===== src/rtl/mem_access_stage_if.sv =====
// Data-memory request/acknowledge bus between the MEM stage (master) and data memory (slave).
interface mem_access_stage_if #(
    parameter int DATA_W = 32
);
    logic              req;
    logic              we;
    logic [DATA_W-1:0] addr;
    logic [DATA_W-1:0] wdata;
    logic [DATA_W-1:0] rdata;
    logic              ack;

    modport master (output req, we, addr, wdata, input rdata, ack);
    modport slave  (input req, we, addr, wdata, output rdata, ack);
endinterface


===== src/rtl/mem_access_stage.sv =====
// Pipeline MEM stage: word loads/stores over a req/ack bus, upstream stall while an access is
// outstanding, registered MEM/WB outputs, and kill-and-flag of misaligned or unanswered accesses.
module mem_access_stage #(
    parameter int ACK_TIMEOUT = 16,
    parameter int DATA_W      = 32
) (
    input  logic              clk,
    input  logic              reset,
    input  logic              valid_in,
    input  logic [DATA_W-1:0] alu_result_in,
    input  logic [DATA_W-1:0] store_data_in,
    input  logic [4:0]        towrite_in,
    input  logic              MemWrite_in,
    input  logic              MemtoReg_in,
    input  logic              RegWrite_in,
    mem_access_stage_if.master dmem,
    output logic              stall,
    output logic [DATA_W-1:0] wb_data,
    output logic [4:0]        wb_towrite,
    output logic              wb_RegWrite,
    output logic              align_err,
    output logic              bus_err
);

    localparam int CNT_W = (ACK_TIMEOUT > 1) ? $clog2(ACK_TIMEOUT) : 1;

    typedef enum logic {IDLE, ACCESS} state_t;

    state_t              state_q, state_d;
    logic [CNT_W-1:0]    cnt_q;
    logic [DATA_W-1:2]   addr_q;
    logic [DATA_W-1:0]   wdata_q;
    logic                we_q;
    logic [4:0]          towrite_q;
    logic                regwrite_q;

    logic mem_op;
    logic misaligned;
    logic timeout_hit;

    assign mem_op      = valid_in & (MemWrite_in | MemtoReg_in);
    assign misaligned  = alu_result_in[1:0] != 2'b00;
    // Ack on the final allowed cycle still completes the access; only silence aborts.
    assign timeout_hit = (state_q == ACCESS) && !dmem.ack && (cnt_q == CNT_W'(ACK_TIMEOUT - 1));

    assign dmem.req   = (state_q == ACCESS);
    assign dmem.we    = we_q;
    assign dmem.addr  = {addr_q, 2'b00};
    assign dmem.wdata = wdata_q;

    always_ff @(posedge clk or posedge reset) begin
        if (reset) state_q <= IDLE;
        else       state_q <= state_d;
    end

    always_comb begin
        state_d = state_q;
        stall   = 1'b0;
        case (state_q)
            IDLE: begin
                if (mem_op && !misaligned) begin
                    stall   = 1'b1;
                    state_d = ACCESS;
                end
            end
            ACCESS: begin
                stall = !dmem.ack && !timeout_hit;
                if (dmem.ack || timeout_hit) state_d = IDLE;
            end
            default: state_d = IDLE;
        endcase
    end

    // Capture / completion stage: access registers and MEM/WB outputs
    always_ff @(posedge clk or posedge reset) begin
        if (reset) begin
            cnt_q       <= '0;
            addr_q      <= '0;
            wdata_q     <= '0;
            we_q        <= 1'b0;
            towrite_q   <= '0;
            regwrite_q  <= 1'b0;
            wb_data     <= '0;
            wb_towrite  <= '0;
            wb_RegWrite <= 1'b0;
            align_err   <= 1'b0;
            bus_err     <= 1'b0;
        end else begin
            align_err <= 1'b0;
            bus_err   <= 1'b0;
            case (state_q)
                IDLE: begin
                    if (!mem_op) begin
                        wb_data     <= alu_result_in;
                        wb_towrite  <= towrite_in;
                        wb_RegWrite <= valid_in & RegWrite_in;
                    end else if (misaligned) begin
                        align_err   <= 1'b1;
                        wb_RegWrite <= 1'b0;
                    end else begin
                        addr_q      <= alu_result_in[DATA_W-1:2];
                        wdata_q     <= store_data_in;
                        we_q        <= MemWrite_in;
                        towrite_q   <= towrite_in;
                        regwrite_q  <= RegWrite_in;
                        cnt_q       <= '0;
                        wb_RegWrite <= 1'b0;
                    end
                end
                ACCESS: begin
                    if (dmem.ack) begin
                        if (!we_q) begin
                            wb_data     <= dmem.rdata;
                            wb_towrite  <= towrite_q;
                            wb_RegWrite <= regwrite_q;
                        end else begin
                            wb_RegWrite <= 1'b0;
                        end
                    end else if (timeout_hit) begin
                        bus_err     <= 1'b1;
                        wb_RegWrite <= 1'b0;
                    end else begin
                        cnt_q <= cnt_q + CNT_W'(1);
                    end
                end
                default: ;
            endcase
        end
    end

endmodule


===== src/flat_wrapper.sv =====
// flat-port wrapper written by rule: the top's interface ports become plain ports
module mem_access_stage_flat 
#(
    parameter int ACK_TIMEOUT = 16,
    parameter int DATA_W      = 32
)
  (clk, reset, valid_in, alu_result_in, store_data_in, towrite_in, MemWrite_in, MemtoReg_in, RegWrite_in, stall, wb_data, wb_towrite, wb_RegWrite, align_err, bus_err, dmem_req, dmem_we, dmem_addr, dmem_wdata, dmem_rdata, dmem_ack);
  mem_access_stage_if #(.DATA_W(DATA_W)) dmem_i ();
  input  logic clk;
  input  logic reset;
  input  logic valid_in;
  input  logic [DATA_W-1:0] alu_result_in;
  input  logic [DATA_W-1:0] store_data_in;
  input  logic [4:0] towrite_in;
  input  logic MemWrite_in;
  input  logic MemtoReg_in;
  input  logic RegWrite_in;
  output logic stall;
  output logic [DATA_W-1:0] wb_data;
  output logic [4:0] wb_towrite;
  output logic wb_RegWrite;
  output logic align_err;
  output logic bus_err;
  output wire logic [$bits(dmem_i.req)-1:0] dmem_req;
  output wire logic [$bits(dmem_i.we)-1:0] dmem_we;
  output wire logic [$bits(dmem_i.addr)-1:0] dmem_addr;
  output wire logic [$bits(dmem_i.wdata)-1:0] dmem_wdata;
  input wire logic [$bits(dmem_i.rdata)-1:0] dmem_rdata;
  input wire logic [$bits(dmem_i.ack)-1:0] dmem_ack;
  assign dmem_req = dmem_i.req;
  assign dmem_we = dmem_i.we;
  assign dmem_addr = dmem_i.addr;
  assign dmem_wdata = dmem_i.wdata;
  assign dmem_i.rdata = dmem_rdata;
  assign dmem_i.ack = dmem_ack;
  mem_access_stage #(.ACK_TIMEOUT(ACK_TIMEOUT), .DATA_W(DATA_W)) u_core (.clk(clk), .reset(reset), .valid_in(valid_in), .alu_result_in(alu_result_in), .store_data_in(store_data_in), .towrite_in(towrite_in), .MemWrite_in(MemWrite_in), .MemtoReg_in(MemtoReg_in), .RegWrite_in(RegWrite_in), .dmem(dmem_i), .stall(stall), .wb_data(wb_data), .wb_towrite(wb_towrite), .wb_RegWrite(wb_RegWrite), .align_err(align_err), .bus_err(bus_err));
endmodule

===== config.mk =====
export PLATFORM = sky130hd
export DESIGN_NAME = mem_access_stage_flat
export DESIGN_NICKNAME = d
export VERILOG_FILES = /design/src/rtl/mem_access_stage_if.sv /design/src/rtl/mem_access_stage.sv /design/src/flat_wrapper.sv
export SDC_FILE = /design/constraint.sdc
export NUM_CORES = 1
export LEC_CHECK = 0
export ABC_AREA = 0
export CAP_MARGIN = 10
export CELL_PAD_IN_SITES_DETAIL_PLACEMENT = 1
export CELL_PAD_IN_SITES_GLOBAL_PLACEMENT = 2
export CORE_MARGIN = 2
export CORE_UTILIZATION = 27
export CTS_CLUSTER_SIZE = 16
export DETAILED_ROUTE_END_ITERATION = 8
export PLACE_DENSITY_LB_ADDON = 0.25
export RECOVER_POWER = 25
export SLEW_MARGIN = 20
export SYNTH_ARGS = -nofsm -noshare
export SYNTH_HDL_FRONTEND = slang
export SYNTH_SLANG_ARGS = --single-unit

===== constraint.sdc =====
create_clock -name clk -period 5.1 [get_ports clk]
set_input_delay 1.02 -clock clk [delete_from_list [all_inputs] [get_ports clk]]
set_output_delay 1.02 -clock clk [all_outputs]
set_load 0.01 [all_outputs]

==> results.toml <==
[setup_path]
path_cells = "dlygate4sd3_1 -> or2_0 -> a32oi_1 -> inv_1 -> clkdlybuf4s50_1"
critPathCaptureType = "primary output"
critical_path_class = "input port to primary output"
cpPeakStageDelay_ps = 570
start_kind = "input port"
required_ps = 4080
arrival_ps = 2990
crit_path_max_fanout = 4
reg2regPathDepth = 4
crit_slowest_cell = "dlygate4sd3_1"

[detailed_routing]
drt-pass1-iter-count = 4
vias_per_cell = 4.42
drtAntennaViolNets = 0
drt-initial-drc-count = 56
drc_errors = 0
vias = 3406
wl_per_cell_um = 17.3
wl_mm = 13.3

[synth]
synth_compound_area_share_pct = 1.37
synth-edff-count = 0
synth_seq_area_share_pct = 58.8
synthArstFlopShare_pct = 100
yosysUniqueCellTypes = 29
avgSynthCellArea_sq_um = 15.7
synth_area_leader_cell = "dfrtp_1"
synth_common_cells = "mux2_2, dfrtp_1, mux2_4, buf_2"
synthSimpleGateAreaFrac_pct = 2.63
synth_top_area_share_pct = 58.8
synth-xor-area-share_pct = 0
ys_seq_elements = 114
muxShareOfSynthArea_pct = 34.2
synth_top_family_by_area = "multiplexers"
ys_top_cells_by_area = "dfrtp_1, mux2_2, mux2_4"
synth_area_sq_um = 4850
yosysMostFrequentCell = "mux2_2"
synthFlopType = "dfrtp_1"
yosysWarnings = 0
synth_adder_area_share_pct = 0.258
syn-instance-count = 309

[layout]
final_cell_count_no_fill = 771
finish.net_count = 638
syn_to_final_growth_pct = 59.8
antenna_cells = 0
drive_above_1_share_pct = 33.6
nFillCells = 1830

[die]
core-area_sq_um = 17800
num_rows = 49
pin_count = 215
dieArea_sq_um = 19100
die_x_um = 138
die-height_um = 138
start_util_pct = 27.3

[power_and_ir_drop]
p_per_area_nw_per_um2 = 418
peakVddDrop_mv = 0.214
leakage_uw = 0.00322

[timing]
final-setup-viol-count = 0
post-route-period-util_pct = 78.5
worst_pin_slew_ps = 1850
fmax_mhz = 250
grt_setup_unrepaired = "no"
setup_tns_ps = 0
slew_headroom_pct = -23.5
min_period_ps = 4010
clock_skew_ps = 6.72
slew_violations = 77
finalHoldViolCount = 0

[place]
port_buffers = 212
hpwl_mm = 9.58
globalplace.congestion = 0.727
placed_cells = 739

[grt]
grt_overflow_total = 0
grt_pass1_wl_mm = 21.2
antenna_found_initial = 0
gr-usage-all-layers_pct = 14.4
grt_pass1_vias = 3785
grt_max_degree = 57

[clocking]
htreeDepth = 4
cts_hold_buf = 0
numCtsBuffers = 17
cts_tree = "done"
post_cts_buffers = 0
clockBufferDepth = 2
clk_latency_ps = 400
ctsResizeCount = 0
cts.sinks = 114
ctsRootBufferMaster = "clkbuf_16"
clkTransAtPathRegs_ps = 50

[run_status]
violations = "capacitance limit, slew limit"
outcome = "finished, violations left"

[flow_run]
cap_violations = 2

[worst_hold_path]
whs_path_depth = 1
hold_class = "register to register"
-- cell families (layout without fill, tap and decap cells) --
group,after synthesis,in the layout
adder cells (fa/ha/maj),1,1
flip-flops,114,114
other,1,2
AO/OA/AOI/OAI,7,7
multiplexers,144,144
AND/OR/NAND/NOR,22,22
buffers and inverters,20,252
-- through the flow --
step / util (%) / hold WS (ps) / cell area (sq um) / power, uW / worst slack [ps]
finish: 43.6 / 497 / 7750 / 3240 / 1090
global route: 43.6 / 512 / 7750 / 3410 / 560
CTS: 43.6 / 502 / 7760 / 3300 / 1200
detailed placement: 40.5 / 491 / 7200 / 2130 / 1210
global placement: 40.5 / 482 / 7200 / 2110 / 1250
floorplan: - / 474 / 4850 / 1590 / 1060
-- metal layers --
| metal | routed length [um] | vias to the layer above | global-route usage (%) |
|---|---|---|---|
| li1 | - | 1549 | - |
| met1 | 5630 | 1694 | 17.1 |
| met3 | 1180 | 17 | 5.99 |
| met2 | 6310 | 146 | 23.2 |
| met5 | 0 | - | 0 |
| met4 | 214 | 0 | 5.42 |
-- sequential cells by signal (all words and copies together) (netlist names), 4 cells and up --
register and count:
u_core.towrite_q 5, u_core.cnt_q 4, u_core.dmem.wdata 32, u_core.wb_towrite 5
u_core.wb_data 32, u_core.addr_q 30
-- worst max-delay path, delay by kind of cell --
family / cells / cell delay (ps)
AO/OA/AOI/OAI: 1 / 380
AND/OR/NAND/NOR: 1 / 370
buffers and inverters: 3 / 1210
-- report_power, final --
group	internal, uW	switching (uW)
logic	572	311
registers	1110	110
clock network	725	413
-- final timing paths --
kind                                     start                   to  slack [ps]
min in group asynchronous                reset    u_core.addr_q[18]        1540
min reg2reg                u_core.towrite_q[3]  u_core.towrite_q[3]         500
max                                MemWrite_in                stall        1090
max reg2reg                    u_core.dmem.req  u_core.towrite_q[4]        2790
max in group asynchronous                reset  u_core.towrite_q[2]        1180
min                        u_core.towrite_q[3]  u_core.towrite_q[3]         500
-- layout by cell type, fill, tap and decap left out, drive strengths merged, types with 3 or more instances in the layout --
cell	synthesis	final
nand3	4	4
dlygate4sd3	0	3
clkinv	0	6
clkdlybuf4s50	0	209
nor2	5	5
dfrtp	114	114
clkinvlp	0	4
clkbuf	3	23
mux2	143	143
nand2b	3	3
buf	15	4
-- cell type report --
class	instances	area, sq um	share of cell area [%]
clock buffers	21	450	5.81
multi-input cells	176	1880	24.2
clock inverters	11	113	1.45
flip-flops and latches	114	2850	36.8
repair buffers	218	2160	27.9
inverters	2	8.76	0.113
well taps	229	287	3.70
No activity file was read; power rests on OpenSTA's default activity.
